--- config.mk ---
export PLATFORM = sky130hd
export DESIGN_NAME = store_buffer
export DESIGN_NICKNAME = d
export VERILOG_FILES = /design/src/rtl/store_buffer.sv
export SDC_FILE = /design/constraint.sdc
export NUM_CORES = 1
export LEC_CHECK = 0
export ABC_AREA = 1
export BUFFER_PORTS_ARGS = -buffer_cell sky130_fd_sc_hd__buf_2
export CAP_MARGIN = 20
export CELL_PAD_IN_SITES_DETAIL_PLACEMENT = 1
export CELL_PAD_IN_SITES_GLOBAL_PLACEMENT = 2
export CORE_MARGIN = 2
export CORE_UTILIZATION = 37
export DETAILED_ROUTE_END_ITERATION = 8
export PLACE_DENSITY_LB_ADDON = 0.1
export SLEW_MARGIN = 0
export SYNTH_ARGS = -nofsm -noshare
export SYNTH_HDL_FRONTEND = slang
export SYNTH_SLANG_ARGS = --single-unit
--- constraint.sdc ---
create_clock -name clk -period 11 [get_ports clk]
set_input_delay 2.2 -clock clk [delete_from_list [all_inputs] [get_ports clk]]
set_output_delay 2.2 -clock clk [all_outputs]
set_load 0.02 [all_outputs]
--- src/rtl/store_buffer.sv ---
// rtl/store_buffer.sv - posted-write store buffer with load forwarding; STB_COALESCE_EN merges repeat stores
module store_buffer #(
    parameter int DEPTH = 4,
    parameter int AW    = 32,
    parameter int DW    = 32
) (
    input  logic                     clk,
    input  logic                     reset,
    input  logic                     mem_write,
    input  logic [AW-1:0]            data_adr,
    input  logic [DW-1:0]            write_data,
    output logic                     stall,
    output logic                     ld_hit,
    output logic [DW-1:0]            ld_data,
    output logic                     mem_valid,
    output logic [AW-1:0]            mem_adr,
    output logic [DW-1:0]            mem_wdata,
    input  logic                     mem_ready,
    output logic [$clog2(DEPTH):0]   count,
    output logic                     empty
);
    localparam int PW = $clog2(DEPTH);
    localparam int CW = PW + 1;

    logic [AW-1:0]    adr_mem  [DEPTH];
    logic [DW-1:0]    data_mem [DEPTH];
    logic [DEPTH-1:0] vld;
    logic [PW-1:0]    wr_ptr;
    logic [PW-1:0]    rd_ptr;
    logic [PW-1:0]    youngest;
    logic             full;
    logic             coalesce;
    logic             enq;
    logic             deq;

    wire unused_adr_lsbs = &{1'b0, data_adr[1:0]};

    assign full      = (count == CW'(DEPTH));
    assign empty     = (count == '0);
    assign mem_valid = ~empty;
    assign youngest  = wr_ptr - PW'(1);

`ifdef STB_COALESCE_EN
    // Youngest entry must not be the head, otherwise it could be draining right now.
    assign coalesce = mem_write && (count >= CW'(2)) && vld[youngest] &&
                      (adr_mem[youngest][AW-1:2] == data_adr[AW-1:2]);
`else
    assign coalesce = 1'b0;
`endif

    assign stall = mem_write & full & ~coalesce;
    assign enq   = mem_write & ~full & ~coalesce;
    assign deq   = mem_valid & mem_ready;

    // Output zero while empty so stale storage never reaches memory.
    assign mem_adr   = empty ? '0 : adr_mem[rd_ptr];
    assign mem_wdata = empty ? '0 : data_mem[rd_ptr];

    always_ff @(posedge clk) begin
        if (enq) begin
            adr_mem[wr_ptr]  <= data_adr;
            data_mem[wr_ptr] <= write_data;
        end
        if (coalesce) begin
            data_mem[youngest] <= write_data;
        end
    end

    always_ff @(posedge clk or posedge reset) begin
        if (reset) begin
            wr_ptr <= '0;
            rd_ptr <= '0;
            count  <= '0;
            vld    <= '0;
        end else begin
            if (deq) begin
                rd_ptr      <= rd_ptr + PW'(1);
                vld[rd_ptr] <= 1'b0;
            end
            if (enq) begin
                wr_ptr      <= wr_ptr + PW'(1);
                vld[wr_ptr] <= 1'b1;
            end
            case ({enq, deq})
                2'b10:   count <= count + CW'(1);
                2'b01:   count <= count - CW'(1);
                default: count <= count;
            endcase
        end
    end

    // Walk from youngest to oldest; first word match wins.
    always_comb begin
        logic [PW-1:0] idx;
        idx     = '0;
        ld_hit  = 1'b0;
        ld_data = '0;
        for (int i = 0; i < DEPTH; i++) begin
            idx = wr_ptr - PW'(1) - PW'(i);
            if (!ld_hit && (CW'(i) < count) && vld[idx] &&
                (adr_mem[idx][AW-1:2] == data_adr[AW-1:2])) begin
                ld_hit  = 1'b1;
                ld_data = data_mem[idx];
            end
        end
    end
endmodule

# After elaboration in Yosys (flattened, before gate mapping)
# Memory sizes are Yosys's and may differ from the RTL's.
# Index checks and enable logic that the tools add are counted.
[word_totals]
ram_bits = 256
inputBits = 68
output_inout_bits = 103
mem_count = 2
word_cells = 86
ff_bits = 11
[classes]
n_eq_ne = 7
n_reduce_logical = 18
muxes = 27
bitwise_logic = 8
n_addsub = 8
magnitude_cmp = 12
[memory_table]
columns = ["name", "depth", "word_bits", "read_ports", "rd_clocked_by_memory_dff", "write_ports", "line", "text"]
rows = [
  ["adr_mem", 4, 32, 5, 0, 1, "25", "logic [AW-1:0] adr_mem [DEPTH];"],
  ["data_mem", 4, 32, 5, 0, 1, "26", "logic [DW-1:0] data_mem [DEPTH];"],
]
[op_table]
columns = ["operator", "count"]
rows = [
  ["2-to-1 mux 32 bit", 6],
  ["== test 30 bit", 4],
  ["< comparator 2 x 3 -> 1 bit (second input constant)", 6],
  ["logical AND 1 bit", 13],
  ["2-to-1 mux 1 bit", 12],
  ["binary-select mux 1 bit (select 2 bit)", 4],
  ["2-to-1 mux 4 bit", 2],
  ["< comparator 1 x 3 -> 1 bit (first input constant)", 2],
  ["< comparator 2 x 3 -> 1 bit (first input constant)", 2],
  ["case mux 3 bit (2 select lines)", 1],
  ["adder 2 x 1 -> 2 bit (second input constant)", 2],
  ["bitwise AND 4 bit", 1],
  ["demux 1 bit (select 2 bit)", 2],
  ["greater-or-equal comparator 2 x 1 -> 1 bit (second input constant)", 2],
  ["inverter 4 bit", 1],
  ["OR 4 bit", 1],
  ["subtractor 2 x 1 -> 2 bit (second input constant)", 2],
  ["subtractor 2 bit (second input constant)", 2],
  ["adder 3 x 1 -> 3 bit (second input constant)", 1],
  ["bitwise AND 1 bit", 3],
  ["== test 3 bit (second input constant)", 1],
  ["logical NOT 1 bit", 3],
  ["logical NOT 3 bit", 1],
  ["subtractor 3 x 1 -> 3 bit (second input constant)", 1],
  ["other kinds (4)", 5],
]

# Longest topological paths before layout
[logic_depth]
ltp_word = 21
ltp_mapped = 25
ltp_nobuf = 19

# Least setup slack after synthesis
# No wires, ideal clock.
[synth_path]
kind = "input to output"
from = "in data_adr[4]"
to = "out ld_data[10]"
setup_slack_ns = 5.076
path_buffers = 3
t_arrival_ns = 3.724
cell_stages = 15
cell_sequence = "clkbuf_1 -> inv_1 -> nand2_1 -> nand2_1 -> nand2_1 -> nor2_1 -> nand2_1 -> nor2_1 -> nand2_1 -> buf_2 -> buf_1 -> nand3_1 -> nand3_1 -> nand3_1 -> nand2_1"
[synth_between]
elab_chain_cells = 18
elab_cells_between_ends = 24
cone_classes = "eq/ne: 4; mux: 7; reduce/logical: 13"
[synth_rtl]
columns = ["item", "line", "text"]
rows = [
  ["from (decl)", "10", "input logic [AW-1:0] data_adr,"],
  ["== test 30 bit", "101", "(adr_mem[idx][AW-1:2] == data_adr[AW-1:2])) begin"],
  ["logical AND 1 bit", "100", "if (!ld_hit && (CW'(i) < count) && vld[idx] &&"],
  ["2-to-1 mux 1 bit", "100", ""],
  ["logical NOT 1 bit", "100", ""],
  ["logical AND 1 bit (3 in a row)", "100", ""],
  ["2-to-1 mux 1 bit", "100", ""],
  ["logical NOT 1 bit", "100", ""],
  ["logical AND 1 bit (3 in a row)", "100", ""],
  ["2-to-1 mux 1 bit", "100", ""],
  ["logical NOT 1 bit", "100", ""],
  ["logical AND 1 bit (3 in a row)", "100", ""],
  ["2-to-1 mux 32 bit *", "100", ""],
  ["to (decl)", "14", "output logic [DW-1:0] ld_data,"],
]
# Every way passes the cells marked *; elsewhere a longest branch is shown, timed or not.

# Final worst setup path
[layout_path]
from = "reg wr_ptr[0]"
to = "out ld_data[29]"
[layout_between]
elab_chain_cells = 21
elab_cells_between_ends = 39
cone_classes = "add/sub: 4; eq/ne: 4; mux: 15; reduce/logical: 14; memory: 2"
[layout_rtl]
columns = ["item", "line", "text"]
rows = [
  ["from (decl)", "28", "logic [PW-1:0] wr_ptr;"],
  ["from (signal assigned)", "81", "wr_ptr <= wr_ptr + PW'(1);"],
  ["subtractor 2 x 1 -> 2 bit *", "99", "idx = wr_ptr - PW'(1) - PW'(i);"],
  ["parallel branches: the longest is 19 deep, another holds memory (4 x 32 bit)", "--", ""],
  ["2-to-1 mux 32 bit *", "100", ""],
]
# Every way passes the cells marked *. The select of a mux whose other input is x is not followed.

==> impl_metrics.tcl <==
set metrics [dict create \
    pwr-share-seq_pct 19.9 \
    min_period_ps 9797 \
    yosysTopAreaCellShare_pct 38.57 \
    die_area_um2 55730 \
    design.portCount 171 \
    cts.sinks 267 \
    p_leak_nw 9.973 \
    cap_violations 0 \
    p_comb_share_pct 66.2 \
    clock_skew_ps 13.77 \
    max_freq_ghz 0.1021 \
    die_x_um 236.1 \
    grt_busiest_layer "met2" \
    ys_ff_latch 267 \
    final_area_um2 22090 \
    dp.final_hpwl_um 52110 \
    crit_start "wr_ptr[0]$_DFFE_PP0P_" \
    nFillCells 6893 \
    globalRouteMet2Util_pct 47.44 \
    post-route-util_pct 41.29 \
    syn-num-nets 3078 \
    place_area_um2 21050 \
    ir_drop_mv 0.2623 \
    ys_types 26 \
    grt_max_degree 279 \
    power_density_nw_per_um2 349.0 \
    syn2layout_area_growth_pct 10.84 \
    cts_max_path_buffers 3 \
    antenna_found_initial 6 \
    r2r_start "wr_ptr[0]$_DFFE_PP0P_" \
    grt_first_pass_wirelength_um 119200 \
    multi_input_area_um2 10300 \
    cts_tree "yes" \
    use_met3_pct 3.043 \
    status "complete, no violations" \
    reg2reg_depth 5 \
    hold_path_class "reg2reg" \
    coreArea_um2 53500 \
    switching_power_mw 4.364 \
    port_buffers 170 \
    post_drt_wl_per_cell_um 20.66 \
    crit_type "reg2out" \
    layout_setup_ws_ps 1203 \
    gp_congestion 0.8862 \
    slew_headroom_pct 20.99 \
    initial_utilization_pct 37.25 \
    track_usage_pct 27.14 \
    holdBufCountCts 0 \
    die_y_um 236.1 \
    synth_area_leaders "edfxtp_1, nand2_1, o21ai_0" \
    ctsRootBufferMaster "clkbuf_16" \
    grt_pass1_vias 20744 \
    max_slew.worst_pin.slew_ps 1185 \
    cp-end-kind "primary output" \
    slew_violations 0 \
    r2r-end "wr_ptr[1]$_DFFE_PP0P_" \
    drt-initial-drc-count 1074 \
    rows 85 \
    netSwitchingFraction_pct 56.62 \
    worstSkewPairLatency_ps 610 \
    hold_violations 0 \
    grt.overflow.total 0 \
    rsz0062_at_grt "no" \
    cp.required_ps 8800 \
    crit_path_start_kind "flip-flop" \
    drt-total-wl_um 77380 \
    gr-usage-met1_pct 35.10 \
    h-tree-depth 1 \
    dp_cells 3687 \
    viasPerCell 5.521 \
    stdcell_count 3745 \
    regArea_um2 7974 \
    tritoncts.num_buffers 31 \
    cts.repair.resized 0 \
    syn_area_um2 19930 \
    synth_cells 2997 \
    yosysTopAreaCell "edfxtp_1" \
    drc 0 \
    avgSynthCellArea_um2 6.650 \
    post_cts_buffers 0 \
    post-route-period-util_pct 89.06 \
    p_int_mw 3.344 \
    pre_cts_slack_ps 1833 \
    worstPathArrival_ps 7600 \
    ys_seq_area_share_pct 39.95 \
    endpoint "ld_data[29]" \
    ff2ff_setup_slack_ps 7160 \
    drive_above_1_share_pct 8.763 \
    pwr-share-clk_pct 13.9 \
    fin_nets 3105 \
    final-setup-viol-count 0 \
    path_max_fanout 125 \
    num_vias 20678 \
    ant_nets 0 \
    tns_ps 0 \
    synth_warnings 0 \
    firstDrtPassIters 5 \
    clk_pin_slew_worst_paths_ps 60 \
]
## Yosys cell counts
| cell type | count |
|---|---|
| dfrtp_1 | 11 |
| o21ai_0 | 395 |
| inv_2 | 3 |
| a21oi_1 | 136 |
| nand2_2 | 1 |
| clkbuf_1 | 115 |
| ha_1 | 13 |
| nor2_1 | 143 |
| buf_4 | 10 |
| buf_2 | 62 |
| nand3_1 | 347 |
| nand3b_1 | 1 |
| clkinv_1 | 1 |
| nand4_1 | 68 |
| nand2_1 | 1136 |
| o21ai_1 | 14 |
| or2_2 | 2 |
| nand3_2 | 1 |
| edfxtp_1 | 256 |
| buf_1 | 13 |
| nor2_2 | 3 |
| o211ai_1 | 31 |
| nor2_4 | 1 |
| inv_1 | 223 |
| xor2_1 | 9 |
| xnor2_1 | 2 |
## worst max-delay path: stages (launching register included)
cell	delay, ps
dfrtp_4	510
inv_6	620
ha_2	710
inv_6	720
buf_4	720
nand3_1	200
nand2_1	100
nand2_1	80
nand3_1	150
nor2_1	60
nand2_1	110
nor2_1	70
nand2_2	70
buf_4	570
inv_2	500
nor2_2	240
nand3_2	630
nand3_1	340
nand2_1	90
buf_2	170
## per-layer routing
layer	share of wire (%)	vias up
li1	-	10041
met1	45	10121
met2	49	383
met3	3.5	125
met4	3.0	8
met5	0.076	-
## placed cells by master (no fill, tap or decap), types with 2 or more instances in the layout
cell type / netlist / final
inv_6: 0 / 4
dfrtp_1: 11 / 8
clkinv_2: 0 / 4
or2_2: 2 / 2
edfxtp_1: 256 / 256
clkbuf_16: 0 / 31
nand2_1: 1136 / 1134
nor2_4: 1 / 5
nand2_4: 0 / 2
a21oi_1: 136 / 136
nor2_2: 3 / 3
clkinvlp_4: 0 / 3
diode_2: 0 / 2
nand3_1: 347 / 347
clkbuf_8: 0 / 6
nor2_1: 143 / 139
ha_1: 13 / 12
inv_2: 3 / 3
o211ai_1: 31 / 31
bufinv_16: 0 / 3
clkbuf_1: 115 / 3
xor2_1: 9 / 9
clkinv_1: 1 / 5
o21ai_0: 395 / 395
inv_1: 223 / 220
nand4_1: 68 / 68
buf_4: 10 / 23
buf_2: 62 / 170
o21ai_1: 14 / 14
dfrtp_4: 0 / 3
xnor2_1: 2 / 2
## per-stage QoR
stage / hold slack (ps) / power, mW
2_1_floorplan: 473.5 / 5.118
3_3_place_gp: 508.1 / 6.538
3_5_place_dp: 525.8 / 6.660
4_1_cts: 534.7 / 7.753
5_1_grt: 556.9 / 8.410
6_report: 528.7 / 7.708
## sequential cells by signal, indices dropped and copies added (netlist names)
signal    cells
data_mem    128
count         3
vld           4
wr_ptr        2
adr_mem     128
rd_ptr        2
## logic make-up (layout without fill, tap and decap cells)
kind of cell / count (synthesis) / after routing / share of synthesized area (%)
AND/OR/NAND/NOR: 1703 / 1703 / 35.27
AO/OA/AOI/OAI: 576 / 576 / 14.85
flip-flops: 267 / 267 / 39.95
other: 0 / 2 / 0
adder cells (fa/ha/maj): 13 / 13 / 0.8162
buffers and inverters: 427 / 477 / 8.620
XOR/XNOR: 11 / 11 / 0.4835
## power groups by stage
stage	Combinational, mW	Sequential, mW	Clock, mW
floorplan	3.65	1.47	0
global placement	4.99	1.55	0
detailed placement	5.10	1.56	0
CTS	5.13	1.54	1.09
global route	5.73	1.56	1.12
finish	5.10	1.54	1.07
## layout make-up
class	count	share of cell area (%)
clock buffer	40	3.937
sequential	267	36.10
clock inverter	16	0.7477
multi-input combinational	2303	46.61
inverter	227	3.914
antenna	2	0.02266
timing repair buffer	194	4.724
tap	696	3.942
## how the worst min path moves through the flow
stage                     start                to  slack, ps  cells after the start
6_report       vld[3]$_DFF_PP0_  vld[3]$_DFF_PP0_        530                      2
3_5_place_dp   vld[3]$_DFF_PP0_  vld[3]$_DFF_PP0_        530                      2
5_1_grt        vld[3]$_DFF_PP0_  vld[3]$_DFF_PP0_        560                      2
2_1_floorplan  vld[2]$_DFF_PP0_  vld[2]$_DFF_PP0_        470                      2
4_1_cts        vld[3]$_DFF_PP0_  vld[3]$_DFF_PP0_        530                      2
3_3_place_gp   vld[3]$_DFF_PP0_  vld[3]$_DFF_PP0_        510                      2
Power figures use the tool's default switching activity.
